===== src/rtl/sim_run_pkg.sv =====
`default_nettype none
// +--------------------------------------------------------------------------+
// | sim_run_pkg                                                              |
// | Shared types and constants for the simulation run sequencer.             |
// | Rev 1.0                                                                  |
// +--------------------------------------------------------------------------+
package sim_run_pkg;

    localparam int SIM_CFG_W = 32;

    typedef enum logic [2:0] {
        ST_IDLE    = 3'd0,
        ST_HOLD    = 3'd1,
        ST_RUN     = 3'd2,
        ST_PASS    = 3'd3,
        ST_FAIL    = 3'd4,
        ST_TIMEOUT = 3'd5
    } sim_run_state_t;

    localparam logic [1:0] SIM_STATUS_NONE    = 2'd0;
    localparam logic [1:0] SIM_STATUS_PASS    = 2'd1;
    localparam logic [1:0] SIM_STATUS_FAIL    = 2'd2;
    localparam logic [1:0] SIM_STATUS_TIMEOUT = 2'd3;

    function automatic logic is_terminal(input sim_run_state_t s);
        return (s == ST_PASS) || (s == ST_FAIL) || (s == ST_TIMEOUT);
    endfunction

endpackage
`default_nettype wire


===== src/rtl/sat_counter.sv =====
`default_nettype none
// +--------------------------------------------------------------------------+
// | sat_counter                                                              |
// | Width-parameterised saturating up-counter with clear and enable.         |
// | Rev 1.0                                                                  |
// +--------------------------------------------------------------------------+
module sat_counter #(
    parameter int WIDTH = 32
) (
    input  logic             clk,
    input  logic             rst,
    input  logic             i_clr,
    input  logic             i_en,
    output logic [WIDTH-1:0] o_count
);

    // Clear has priority over enable; the count sticks at all-ones.
    always_ff @(posedge clk or posedge rst) begin
        if (rst) begin
            o_count <= '0;
        end else if (i_clr) begin
            o_count <= '0;
        end else if (i_en && (o_count != '1)) begin
            o_count <= o_count + WIDTH'(1);
        end
    end

endmodule
`default_nettype wire


===== src/rtl/sim_run_controller.sv =====
`default_nettype none
// +--------------------------------------------------------------------------+
// | sim_run_controller                                                       |
// | Run sequencer: DUT reset window, run-cycle count, pass/fail/timeout.     |
// | Optional heartbeat enabled by defining SIM_RUN_HEARTBEAT_EN.             |
// | Rev 1.0                                                                  |
// +--------------------------------------------------------------------------+
module sim_run_controller
    import sim_run_pkg::*;
#(
    parameter int HB_LOG2 = 16
) (
    input  logic                 clock,
    input  logic                 reset,
    input  logic                 start,
    input  logic [SIM_CFG_W-1:0] cfg_reset_hold,
    input  logic [SIM_CFG_W-1:0] cfg_max_cycles,
    input  logic                 dut_done,
    input  logic                 dut_fail,
    output logic                 dut_reset,
    output logic                 running,
    output logic                 finish,
    output logic [1:0]           status,
    output logic [SIM_CFG_W-1:0] cycle_count,
    output logic                 heartbeat
);

    sim_run_state_t       r_state;
    sim_run_state_t       w_next;
    logic [SIM_CFG_W-1:0] r_hold;
    logic [SIM_CFG_W-1:0] r_max;
    logic [SIM_CFG_W-1:0] w_hold_cnt;
    logic                 w_hold_last;
    logic                 w_timeout;
    logic                 w_hold_en;
    logic                 w_hold_clr;
    logic                 w_cyc_en;
    logic                 w_cyc_clr;

    always_comb begin
        w_hold_last = (w_hold_cnt == (r_hold - SIM_CFG_W'(1)));
        w_timeout   = (r_max != '0) && (cycle_count == (r_max - SIM_CFG_W'(1)));
        w_next      = r_state;
        case (r_state)
            ST_IDLE: if (start)       w_next = ST_HOLD;
            ST_HOLD: if (w_hold_last) w_next = ST_RUN;
            ST_RUN: begin
                if (dut_fail)       w_next = ST_FAIL;
                else if (dut_done)  w_next = ST_PASS;
                else if (w_timeout) w_next = ST_TIMEOUT;
            end
            default: w_next = r_state;
        endcase
    end

    // The count does not advance on a done/fail edge, but does on the timeout edge.
    assign w_hold_en  = (r_state == ST_HOLD);
    assign w_hold_clr = (r_state != ST_HOLD);
    assign w_cyc_en   = (r_state == ST_RUN) && !dut_fail && !dut_done;
    assign w_cyc_clr  = (r_state == ST_IDLE) || (r_state == ST_HOLD);

    sat_counter #(.WIDTH(SIM_CFG_W)) u_hold_cnt (
        .clk     (clock),
        .rst     (reset),
        .i_clr   (w_hold_clr),
        .i_en    (w_hold_en),
        .o_count (w_hold_cnt)
    );

    sat_counter #(.WIDTH(SIM_CFG_W)) u_cycle_cnt (
        .clk     (clock),
        .rst     (reset),
        .i_clr   (w_cyc_clr),
        .i_en    (w_cyc_en),
        .o_count (cycle_count)
    );

    always_ff @(posedge clock or posedge reset) begin
        if (reset) begin
            r_state   <= ST_IDLE;
            r_hold    <= '0;
            r_max     <= '0;
            dut_reset <= 1'b1;
            running   <= 1'b0;
            finish    <= 1'b0;
            status    <= SIM_STATUS_NONE;
        end else begin
            r_state <= w_next;
            if ((r_state == ST_IDLE) && start) begin
                r_hold <= (cfg_reset_hold == '0) ? SIM_CFG_W'(1) : cfg_reset_hold;
                r_max  <= cfg_max_cycles;
            end
            dut_reset <= (w_next == ST_IDLE) || (w_next == ST_HOLD);
            running   <= (w_next == ST_RUN);
            finish    <= is_terminal(w_next) && !is_terminal(r_state);
            if (r_state == ST_RUN) begin
                case (w_next)
                    ST_PASS:    status <= SIM_STATUS_PASS;
                    ST_FAIL:    status <= SIM_STATUS_FAIL;
                    ST_TIMEOUT: status <= SIM_STATUS_TIMEOUT;
                    default:    status <= status;
                endcase
            end
        end
    end

`ifdef SIM_RUN_HEARTBEAT_EN
    logic [HB_LOG2-1:0] w_hb_low_next;
    logic               r_heartbeat;

    // Pulse alongside the count value whose low bits are all ones.
    assign w_hb_low_next = cycle_count[HB_LOG2-1:0] + HB_LOG2'(1);

    always_ff @(posedge clock or posedge reset) begin
        if (reset) begin
            r_heartbeat <= 1'b0;
        end else begin
            r_heartbeat <= w_cyc_en && (w_next == ST_RUN) && (&w_hb_low_next);
        end
    end

    assign heartbeat = r_heartbeat;
`else
    localparam logic c_hb_tie = (HB_LOG2 < 0);
    assign heartbeat = c_hb_tie;
`endif

endmodule
`default_nettype wire


===== config.mk =====
export PLATFORM = sky130hd
export DESIGN_NAME = sim_run_controller
export DESIGN_NICKNAME = d
export VERILOG_FILES = /design/src/rtl/sim_run_pkg.sv /design/src/rtl/sat_counter.sv /design/src/rtl/sim_run_controller.sv
export SDC_FILE = /design/constraint.sdc
export NUM_CORES = 1
export LEC_CHECK = 0
export ABC_AREA = 0
export CAP_MARGIN = 15
export CELL_PAD_IN_SITES_DETAIL_PLACEMENT = 0
export CELL_PAD_IN_SITES_GLOBAL_PLACEMENT = 1
export CORE_AREA = 2 2 121 182
export CTS_CLUSTER_DIAMETER = 50
export CTS_CLUSTER_SIZE = 14
export DETAILED_ROUTE_END_ITERATION = 12
export DIE_AREA = 0 0 123 184
export GPL_TIMING_DRIVEN = 0
export HOLD_SLACK_MARGIN = 0.05
export PLACE_DENSITY_LB_ADDON = 0.1
export SYNTH_ARGS = -nofsm -noshare
export SYNTH_HDL_FRONTEND = slang
export SYNTH_SLANG_ARGS = --single-unit

===== constraint.sdc =====
create_clock -name clock -period 5 [get_ports clock]
set_clock_uncertainty 0.1 [all_clocks]
set_input_delay 0.5 -clock clock [delete_from_list [all_inputs] [get_ports clock]]
set_output_delay 0.5 -clock clock [all_outputs]
set_load 0.01 [all_outputs]

==> results.json, run 1 <==
{
  "grt_pass1_wl_mm": 38.7,
  "remaining_drc_errors": 0,
  "global_route.usage.met2_pct": 41.7,
  "rrSetupSlack_ps": 1180,
  "arrival_ps": 4050,
  "netlist_instances": 877,
  "portBuffers": 105,
  "total_power_mw": 2.82,
  "report.final.slew_viol_count": 0,
  "num_rows": 65,
  "drt-total-wl_mm": 24.6,
  "synth-seq-cells": 136,
  "cts_max_level": 4,
  "intPower_mw": 2.09,
  "cts.sinks": 136,
  "drt-wirelength-per-cell_um": 19.2,
  "post_cts_buffers": 0,
  "cp_common_cell": "nor4_1",
  "die_w_um": 123,
  "worstSetupPathType": "flop to flop",
  "relSlewSlack_pct": 23.7,
  "dpl_cell_area_um2": 9780,
  "fin_crit_ps": 3820,
  "grt_pass1_vias": 7172,
  "drt_iter0_drc": 359,
  "synth.avg_cell_area_um2": 9.52,
  "drive_gt1_share_pct": 11.9,
  "yosysTopAreaCellShare_pct": 40.4,
  "die_h_um": 184,
  "antenna_found_initial": 0,
  "insertedDiodeCount": 0,
  "yosysWarnings": 0,
  "grt_max_degree": 92,
  "final_nets": 1076,
  "swShare_pct": 26.1,
  "core_area_um2": 21000,
  "worstPathMaxFanout": 4,
  "grt_overflow": 0,
  "numCtsBuffers": 17,
  "p_seq_share_pct": 41.8,
  "power_density_nw_per_um2": 272,
  "cts-root-buf": "clkbuf_16",
  "dp_hpwl_mm": 19.1,
  "synth_edf_count": 0,
  "synth_fp_nets": 950,
  "met3_usage_pct": 3.54,
  "status": "completed",
  "pwr-share-comb_pct": 12.8,
  "area_delta_synth_final_pct": 24.1,
  "setup_slack_ps": 1180,
  "num_vias": 6968,
  "post_cts_resized": 0,
  "grt-busiest-layer": "met2",
  "power_frac_clock_pct": 45.3,
  "ys_types": 74,
  "p_switching_uw": 738,
  "grt_usage_pct": 22.5,
  "finalHoldViolations": 0,
  "required_ps": 5230,
  "final_util_pct": 49.4,
  "rsz0062_at_grt": "false",
  "die_area_um2": 22600,
  "crit_family": "simple AND/OR/NAND/NOR gates",
  "holdWs_ps": 382,
  "syn-cell-area_um2": 8350,
  "critical_path.cell_chain": "inv_1, ha_1, or3b_2, nor4_1, nand2_1, xnor2_1, nand4_1, a2111o_1, nor4_1, o211ai_1, a211oi_2",
  "critPathBufInv": 1,
  "ys_seq_area_share_pct": 40.8,
  "ant_nets": 0,
  "setup_viol": 0,
  "cts_buffer_depth": 2,
  "setup_tns_ps": 0,
  "crit_slowest_cell": "nor4_1",
  "cp_slowest_stage_delay_ps": 750,
  "synthTopCellsByArea": "dfrtp_1, xnor2_1, mux2_2, xor2_1, nor2_1",
  "endpoint_kind": "flop",
  "cts_tree": "done",
  "start_util_pct": 39.8,
  "viasPerCell": 5.44,
  "final_cells": 1282,
  "startpoint_type": "flop",
  "leakagePower_nw": 4.23,
  "placedCellCount": 1252,
  "synthArstFlopShare_pct": 100,
  "first_pass_iters": 5,
  "hold_path.class": "flop to flop",
  "clock_latency_ps": 420,
  "max_freq_mhz": 262,
  "ios": 107,
  "yosys.area.top_type": "dfrtp_1",
  "yosys_most_used_dff": "dfrtp_1",
  "pre_cts_slack_ps": 1240,
  "maxCapViolCount": 0,
  "fin_area_um2": 10400,
  "tightest_slew_ps": 1140,
  "finalCritPeriodShare_pct": 76.4,
  "peakVddDrop_mv": 0.217,
  "globalplace.congestion": 0.844,
  "cts_hold_buffers": 0,
  "met1_usage_pct": 24.5,
  "path_clk_slew_ps": 60
}
==> path summary, 6_finish.rpt <==
check	start	endpoint	depth (start not counted)
min in group asynchronous	reset	r_max[25]	2
setup / recovery	r_hold[0]	running	11
max in group asynchronous	reset	dut_reset	3
hold reg to reg	status[1]	status[1]	1
setup reg to reg	r_hold[0]	running	11
hold / removal	status[1]	status[1]	1
==> synthesized netlist by cell type, types with 9 or more instances <==
cell type,n
dfrtp_1,135
nor2_1,99
xnor2_1,76
mux2_2,58
xor2_1,58
nand2_1,57
nand3_1,38
nor3_1,37
o21ai_0,31
nand4_1,27
nor4_1,24
a21oi_1,22
inv_1,21
clkbuf_1,20
or3_1,16
and2_1,13
and3_1,9
==> cell usage in the layout (no fill, tap or decap), drive strengths merged, types with 5 or more instances in the layout <==
| cell | instances |
|---|---|
| dfrtp | 135 |
| clkdlybuf4s50 | 105 |
| nor2 | 99 |
| xnor2 | 76 |
| mux2 | 59 |
| xor2 | 58 |
| nand2 | 57 |
| nor3 | 40 |
| nand3 | 38 |
| clkbuf | 38 |
| o21ai | 35 |
| nand4 | 27 |
| nor4 | 27 |
| a21oi | 22 |
| inv | 21 |
| or3 | 18 |
| and2 | 13 |
| or4 | 10 |
| and3 | 9 |
| and4 | 8 |
| nand2b | 8 |
| buf | 8 |
| nand3b | 6 |
| nor2b | 6 |
| nand4b | 6 |
| clkinvlp | 5 |
| nor4b | 5 |
| o211ai | 5 |
| o31ai | 5 |
==> kinds of logic after synthesis <==
| kind of cell | after synthesis | share of synthesized area, % |
|---|---|---|
| multiplexers | 61 | 8.19 |
| flip-flops | 136 | 40.8 |
| buffers and inverters | 48 | 2.43 |
| XOR/XNOR | 134 | 14.1 |
| other | 1 | 0.0449 |
| adder cells (fa/ha/maj) | 4 | 0.599 |
| AND/OR/NAND/NOR | 391 | 25.7 |
| AO/OA/AOI/OAI | 102 | 8.22 |
==> registers in the layout, indices dropped and copies added, names as in the netlist <==
register,count
r_hold,32
r_max,32
u_cycle_cnt.o_count,32
u_hold_cnt.o_count,32
r_state,3
status,2
dut_reset,1
finish,1
running,1
==> power groups by stage <==
stage | Clock, mW | Combinational (mW) | Sequential [mW]
6_report | 1.28 | 0.363 | 1.18
5_1_grt | 1.36 | 0.398 | 1.19
3_3_place_gp | 0 | 0.361 | 1.20
2_1_floorplan | 0 | 0.217 | 1.19
3_5_place_dp | 0 | 0.365 | 1.20
4_1_cts | 1.30 | 0.367 | 1.18
==> layer usage <==
| layer | up-vias | part of all wire (%) |
|---|---|---|
| met5 | - | 0 |
| met4 | 0 | 4.5 |
| met3 | 48 | 2.8 |
| met2 | 139 | 54 |
| met1 | 3362 | 38 |
| li1 | 3419 | - |
==> final cells by class <==
| class | instances | area [µm²] |
|---|---|---|
| clock inverters | 12 | 155 |
| multi-input cells | 693 | 4750 |
| well taps | 268 | 335 |
| fillers | 2057 | 10600 |
| repair buffers | 107 | 1090 |
| plain buffers | 27 | 124 |
| inverters | 21 | 83.8 |
| flip-flops and latches | 136 | 3400 |
| clock buffers | 18 | 429 |
Note: power is estimated with default switching activity, not from simulation.
==> run 2, diff against run 1 <==
--- a/config.mk
+++ b/config.mk
@@ -9,11 +9,11 @@
 export CAP_MARGIN = 15
 export CELL_PAD_IN_SITES_DETAIL_PLACEMENT = 0
 export CELL_PAD_IN_SITES_GLOBAL_PLACEMENT = 1
-export CORE_AREA = 2 2 121 182
+export CORE_AREA = 2 2 123 185
 export CTS_CLUSTER_DIAMETER = 50
 export CTS_CLUSTER_SIZE = 14
 export DETAILED_ROUTE_END_ITERATION = 12
-export DIE_AREA = 0 0 123 184
+export DIE_AREA = 0 0 125 187
 export GPL_TIMING_DRIVEN = 0
 export HOLD_SLACK_MARGIN = 0.05
 export PLACE_DENSITY_LB_ADDON = 0.1
==> constraint.sdc (replaced) <==
create_clock -name clock -period 3.2 [get_ports clock]
set_clock_uncertainty 0.1 [all_clocks]
set_input_delay 0.32 -clock clock [delete_from_list [all_inputs] [get_ports clock]]
set_output_delay 0.32 -clock clock [all_outputs]
set_load 0.01 [all_outputs]
==> run 2 against run 1 <==
The flow now finishes with violations (setup timing). Clock power increased by 66%. First-iteration DRC count decreased by 17%. Hold slack got worse by 110 ps.
==> results.json, run 2 (same netlist as run 1, synthesis figures left out) <==
{
  "status": "finished with violations",
  "violations": "setup timing",
  "rsz0062_at_grt": "true",
  "power_frac_clock_pct": 45.7,
  "final_cell_mix": "dfrtp_1, clkdlybuf4s50_1, nor2_1",
  "die_h_um": 187,
  "required_ps": 3440,
  "fin_crit_ps": 3210,
  "drive_gt1_share_pct": 19.7,
  "drt-total-wl_mm": 25.2,
  "grt_pass1_wl_mm": 40.6,
  "grt_overflow": 0,
  "num_rows": 67,
  "remaining_drc_errors": 0,
  "power_density_nw_per_um2": 421,
  "worstSetupPathType": "flop to flop",
  "core_area_um2": 22000,
  "layout_commonest_cell": "dfrtp_1",
  "viasPerCell": 5.38,
  "portBuffers": 105,
  "finalHoldViolations": 0,
  "p_switching_mw": 1.18,
  "ant_nets": 0,
  "area_delta_synth_final_pct": 31.6,
  "holdWs_ps": 270,
  "critPathBufInv": 1,
  "peakVddDrop_mv": 0.367,
  "setup_slack_ps": -5.26,
  "globalplace.congestion": 0.848,
  "cts-root-buf": "clkbuf_16",
  "maxCapViolCount": 0,
  "grt_max_degree": 39,
  "p_seq_share_pct": 40.0,
  "crit_path_start": "r_hold[7]",
  "tightest_slew_ps": 813,
  "ios": 107,
  "startpoint_type": "flop",
  "cp_slowest_stage_delay_ps": 560,
  "start_util_pct": 38.0,
  "grt_usage_pct": 22.1,
  "crit_family": "simple AND/OR/NAND/NOR gates",
  "clock_latency_ps": 430,
  "report.final.slew_viol_count": 0,
  "swShare_pct": 25.5,
  "cts.sinks": 136,
  "endpoint_kind": "flop",
  "critical_path.cell_chain": "or4_4, or3_1, buf_6, nor2_4, xnor2_2, nand4_1, a2111o_1, nor4_2, o211ai_1, a211oi_2",
  "cts_max_level": 4,
  "final_util_pct": 50.0,
  "placedCellCount": 1262,
  "intPower_mw": 3.45,
  "drt_iter0_drc": 297,
  "crit_slowest_cell": "or4_4",
  "dp_hpwl_mm": 19.4,
  "worstPathMaxFanout": 7,
  "grt_pass1_vias": 7350,
  "antenna_found_initial": 0,
  "final_cells": 1317,
  "drt-wirelength-per-cell_um": 19.1,
  "relSlewSlack_pct": 45.3,
  "max_freq_mhz": 312,
  "finalCritPeriodShare_pct": 100,
  "die_area_um2": 23400,
  "pwr-share-comb_pct": 14.3,
  "r2r_start": "r_hold[7]",
  "arrival_ps": 3440,
  "insertedDiodeCount": 0,
  "cts_tree": "done",
  "leakagePower_nw": 4.46,
  "num-fill-cells": 2175,
  "first_pass_iters": 5,
  "path_clk_slew_ps": 60,
  "setup_viol": 1,
  "final_nets": 1102,
  "hold_path.class": "input pin to asynchronous set/reset pin",
  "die_w_um": 125,
  "cts_buffer_depth": 2,
  "numCtsBuffers": 17,
  "total_power_mw": 4.63,
  "num_vias": 7086
}
run 2: per-layer routing:
layer / vias to the layer above / global-route usage [%] / share of wire (%)
li1: 3453 / - / -
met1: 3481 / 23.8 / 38
met2: 110 / 42.4 / 56
met3: 42 / 3.69 / 2.3
met4: 0 / 8.85 / 3.7
met5: - / 0 / 0
run 2: through the flow:
stage	cell area, µm²	setup TNS [ps]	setup WS, ps
finish	11000	-5.26	-5.26
global route	11000	-143	-79.2
CTS	10800	0	1.80
detailed placement	9820	-8210	-610
global placement	9750	-44900	-621
floorplan	8360	0	171
run 2: final cells by class:
cell class	instances	area, µm²	share of cell area [%]
Tap cell	276	345	3.14
Clock inverter	11	173	1.57
Buffer	24	111	1.01
Clock buffer	20	457	4.15
Sequential cell	136	3410	31.1
Multi-Input combinational cell	693	5060	46.0
Timing Repair Buffer	136	1350	12.3
Inverter	21	82.6	0.751
run 2: power by group through the flow:
stage	Clock [mW]	Combinational (mW)	Sequential, mW
final	2.12	0.663	1.85
after CTS	2.17	0.627	1.85
after global routing	2.24	0.727	1.86
after detailed placement	0	0.572	1.88
after global placement	0	0.561	1.88
after floorplan	0	0.339	1.86
run 2: what timing repair did:
| action | 4_1_cts | 5_1_grt |
|---|---|---|
| gates cloned | 0 | 0 |
| setup buffers | 15 | 12 |
| hold buffers | 0 | 0 |
| gates resized for setup | 44 | 33 |
| setup endpoints to repair | 35 | 54 |
| pin swaps | 26 | 20 |
run 2: final timing paths:
kind                             end  slack [ps]  cells past startpoint
setup / recovery             running          -5                     10
hold / removal             r_max[22]         270                      2
setup reg to reg             running          -5                     10
hold reg to reg            status[1]         380                      1
max in group asynchronous  dut_reset        1760                      4
min in group clock         status[1]         380                      1
==> run 3, diff against run 2 <==
--- a/config.mk
+++ b/config.mk
@@ -16,7 +16,7 @@
 export DIE_AREA = 0 0 125 187
 export GPL_TIMING_DRIVEN = 0
 export HOLD_SLACK_MARGIN = 0.05
-export PLACE_DENSITY_LB_ADDON = 0.1
+export PLACE_DENSITY = 0.81
 export SYNTH_ARGS = -nofsm -noshare
 export SYNTH_HDL_FRONTEND = slang
 export SYNTH_SLANG_ARGS = --single-unit
==> run 3 against run 2 <==
The flow now finishes without violations. Die area stayed put. Global-route usage is 1.5 points lower. Largest cell class unchanged. Clock power decreased by 5%. Core utilization decreased by 1.1 points. Register-to-register slack gained 20 ps. Critical path depth grew 1. Routed wire length fell by 4.6%.
==> results.json, run 3 (same netlist as run 1, synthesis figures left out) <==
{
  "final_cell_mix": "dfrtp_1, clkdlybuf4s50_1, nor2_1",
  "cts_hold_buffers": 0,
  "tightest_slew_ps": 936,
  "grt_pass1_vias": 7228,
  "rrSetupSlack_ps": 10,
  "numCtsBuffers": 17,
  "final_util_pct": 48.9,
  "portBuffers": 105,
  "p_seq_share_pct": 41.4,
  "pre_cts_slack_ps": -350,
  "final_nets": 1088,
  "pwr-share-comb_pct": 13.8,
  "worstSetupPathType": "flop to flop",
  "power_frac_clock_pct": 44.8,
  "num_vias": 7193,
  "leakagePower_nw": 4.36,
  "dpl_cell_area_um2": 9810,
  "setup_slack_ps": 10.3,
  "globalplace.congestion": 0.847,
  "cts_buffer_depth": 2,
  "relSlewSlack_pct": 37.4,
  "p_switching_mw": 1.19,
  "drt-total-wl_mm": 24.0,
  "start_util_pct": 38.0,
  "endpoint_kind": "flop",
  "fin_area_um2": 10700,
  "grt_max_degree": 41,
  "antenna_found_initial": 0,
  "status": "completed",
  "num_rows": 67,
  "die_h_um": 187,
  "cts.sinks": 136,
  "ios": 107,
  "first_pass_iters": 5,
  "fin_crit_ps": 3190,
  "drt-wirelength-per-cell_um": 18.4,
  "grt_overflow": 0,
  "ant_nets": 0,
  "finalHoldViolations": 0,
  "area_delta_synth_final_pct": 28.6,
  "final_cells": 1304,
  "report.final.slew_viol_count": 0,
  "startpoint_type": "flop",
  "swShare_pct": 26.7,
  "grt_usage_pct": 20.7,
  "remaining_drc_errors": 0,
  "power_density_nw_per_um2": 417,
  "clock_latency_ps": 440,
  "viasPerCell": 5.52,
  "insertedDiodeCount": 0,
  "cts-root-buf": "clkbuf_16",
  "layout_commonest_cell": "dfrtp_1",
  "die_area_um2": 23400,
  "core_area_um2": 22000,
  "arrival_ps": 3440,
  "finalCritPeriodShare_pct": 99.7,
  "path_clk_slew_ps": 60,
  "setup_viol": 0,
  "maxCapViolCount": 0,
  "cts_max_level": 4,
  "dp_hpwl_mm": 18.4,
  "hold_path.class": "input pin to asynchronous set/reset pin",
  "cts_tree": "done",
  "drive_gt1_share_pct": 17.1,
  "intPower_mw": 3.28,
  "peakVddDrop_mv": 0.348,
  "drt_iter0_drc": 302,
  "die_w_um": 125,
  "required_ps": 3450,
  "max_freq_mhz": 314,
  "worstPathMaxFanout": 8,
  "rsz0062_at_grt": "true",
  "placedCellCount": 1261,
  "grt_pass1_wl_mm": 38.0
}
==> run 3: cell types whose count changed in the layout (fill, tap and decap cells not counted), sizes merged <==
cell and change:
buf -13, clkinv -3, clkinvlp +3, inv +3, bufinv -2, clkdlybuf4s18 -1
==> run 3: power groups by stage <==
stage / combinational (mW) / sequential, mW / clock [mW]
final: 0.617 / 1.85 / 2.01
after detailed placement: 0.565 / 1.88 / 0
after global placement: 0.550 / 1.88 / 0
after floorplan: 0.339 / 1.86 / 0
after CTS: 0.588 / 1.85 / 2.03
after global routing: 0.672 / 1.86 / 2.10
==> run 3: repair_timing <==
action                                  4_1_cts  5_1_grt
gates cloned                                  0        0
endpoints found under the hold margin         0        0
endpoints found under the setup margin       34       22
buffers inserted                              4        9
resized for setup                            23       32
pin swaps                                     6       19
==> run 3: routing by layer <==
layer	vias up	share of wire (%)	wire, µm	global-route usage, %
met5	-	0	0	0
li1	3434	-	-	-
met4	0	4.7	1130	11.0
met1	3523	37	8950	21.7
met2	170	55	13200	39.0
met3	66	3.2	765	3.35
==> run 3: cell type report <==
cell class / instances / area [µm²]
Buffer: 25 / 116
Clock buffer: 20 / 457
Clock inverter: 12 / 143
Fill cell: 2111 / 11200
Inverter: 21 / 82.6
Multi-Input combinational cell: 693 / 4960
Sequential cell: 136 / 3410
Tap cell: 276 / 345
Timing Repair Buffer: 121 / 1220
==> run 3: worst paths after layout <==
| path | start | to | cells past startpoint |
|---|---|---|---|
| min | reset | r_hold[2] | 2 |
| max | r_hold[2] | running | 11 |
| max in group asynchronous | reset | dut_reset | 4 |
| max reg2reg | r_hold[2] | running | 11 |
| min reg2reg | status[1] | status[1] | 1 |
| min in group clock | cfg_reset_hold[6] | r_hold[6] | 3 |
==> run 3: stage by stage <==
step | power, mW | hold slack [ps] | setup TNS (ps)
6_report | 4.48 | 247 | 0
5_1_grt | 4.63 | 315 | -168
4_1_cts | 4.46 | 266 | -140
3_5_place_dp | 2.44 | 391 | -4470
3_3_place_gp | 2.43 | 375 | -26270
2_1_floorplan | 2.20 | 337 | 0
==> run 3: worst max-delay path, stage by stage, from the launching register on <==
cell	delay, ps
dfrtp_1	350
buf_2	170
or4_4	550
or3_4	350
buf_6	150
nor3_2	150
and3_1	190
o22ai_1	100
a2111o_1	460
nor3_2	220
o21ai_1	90
a211oi_2	220
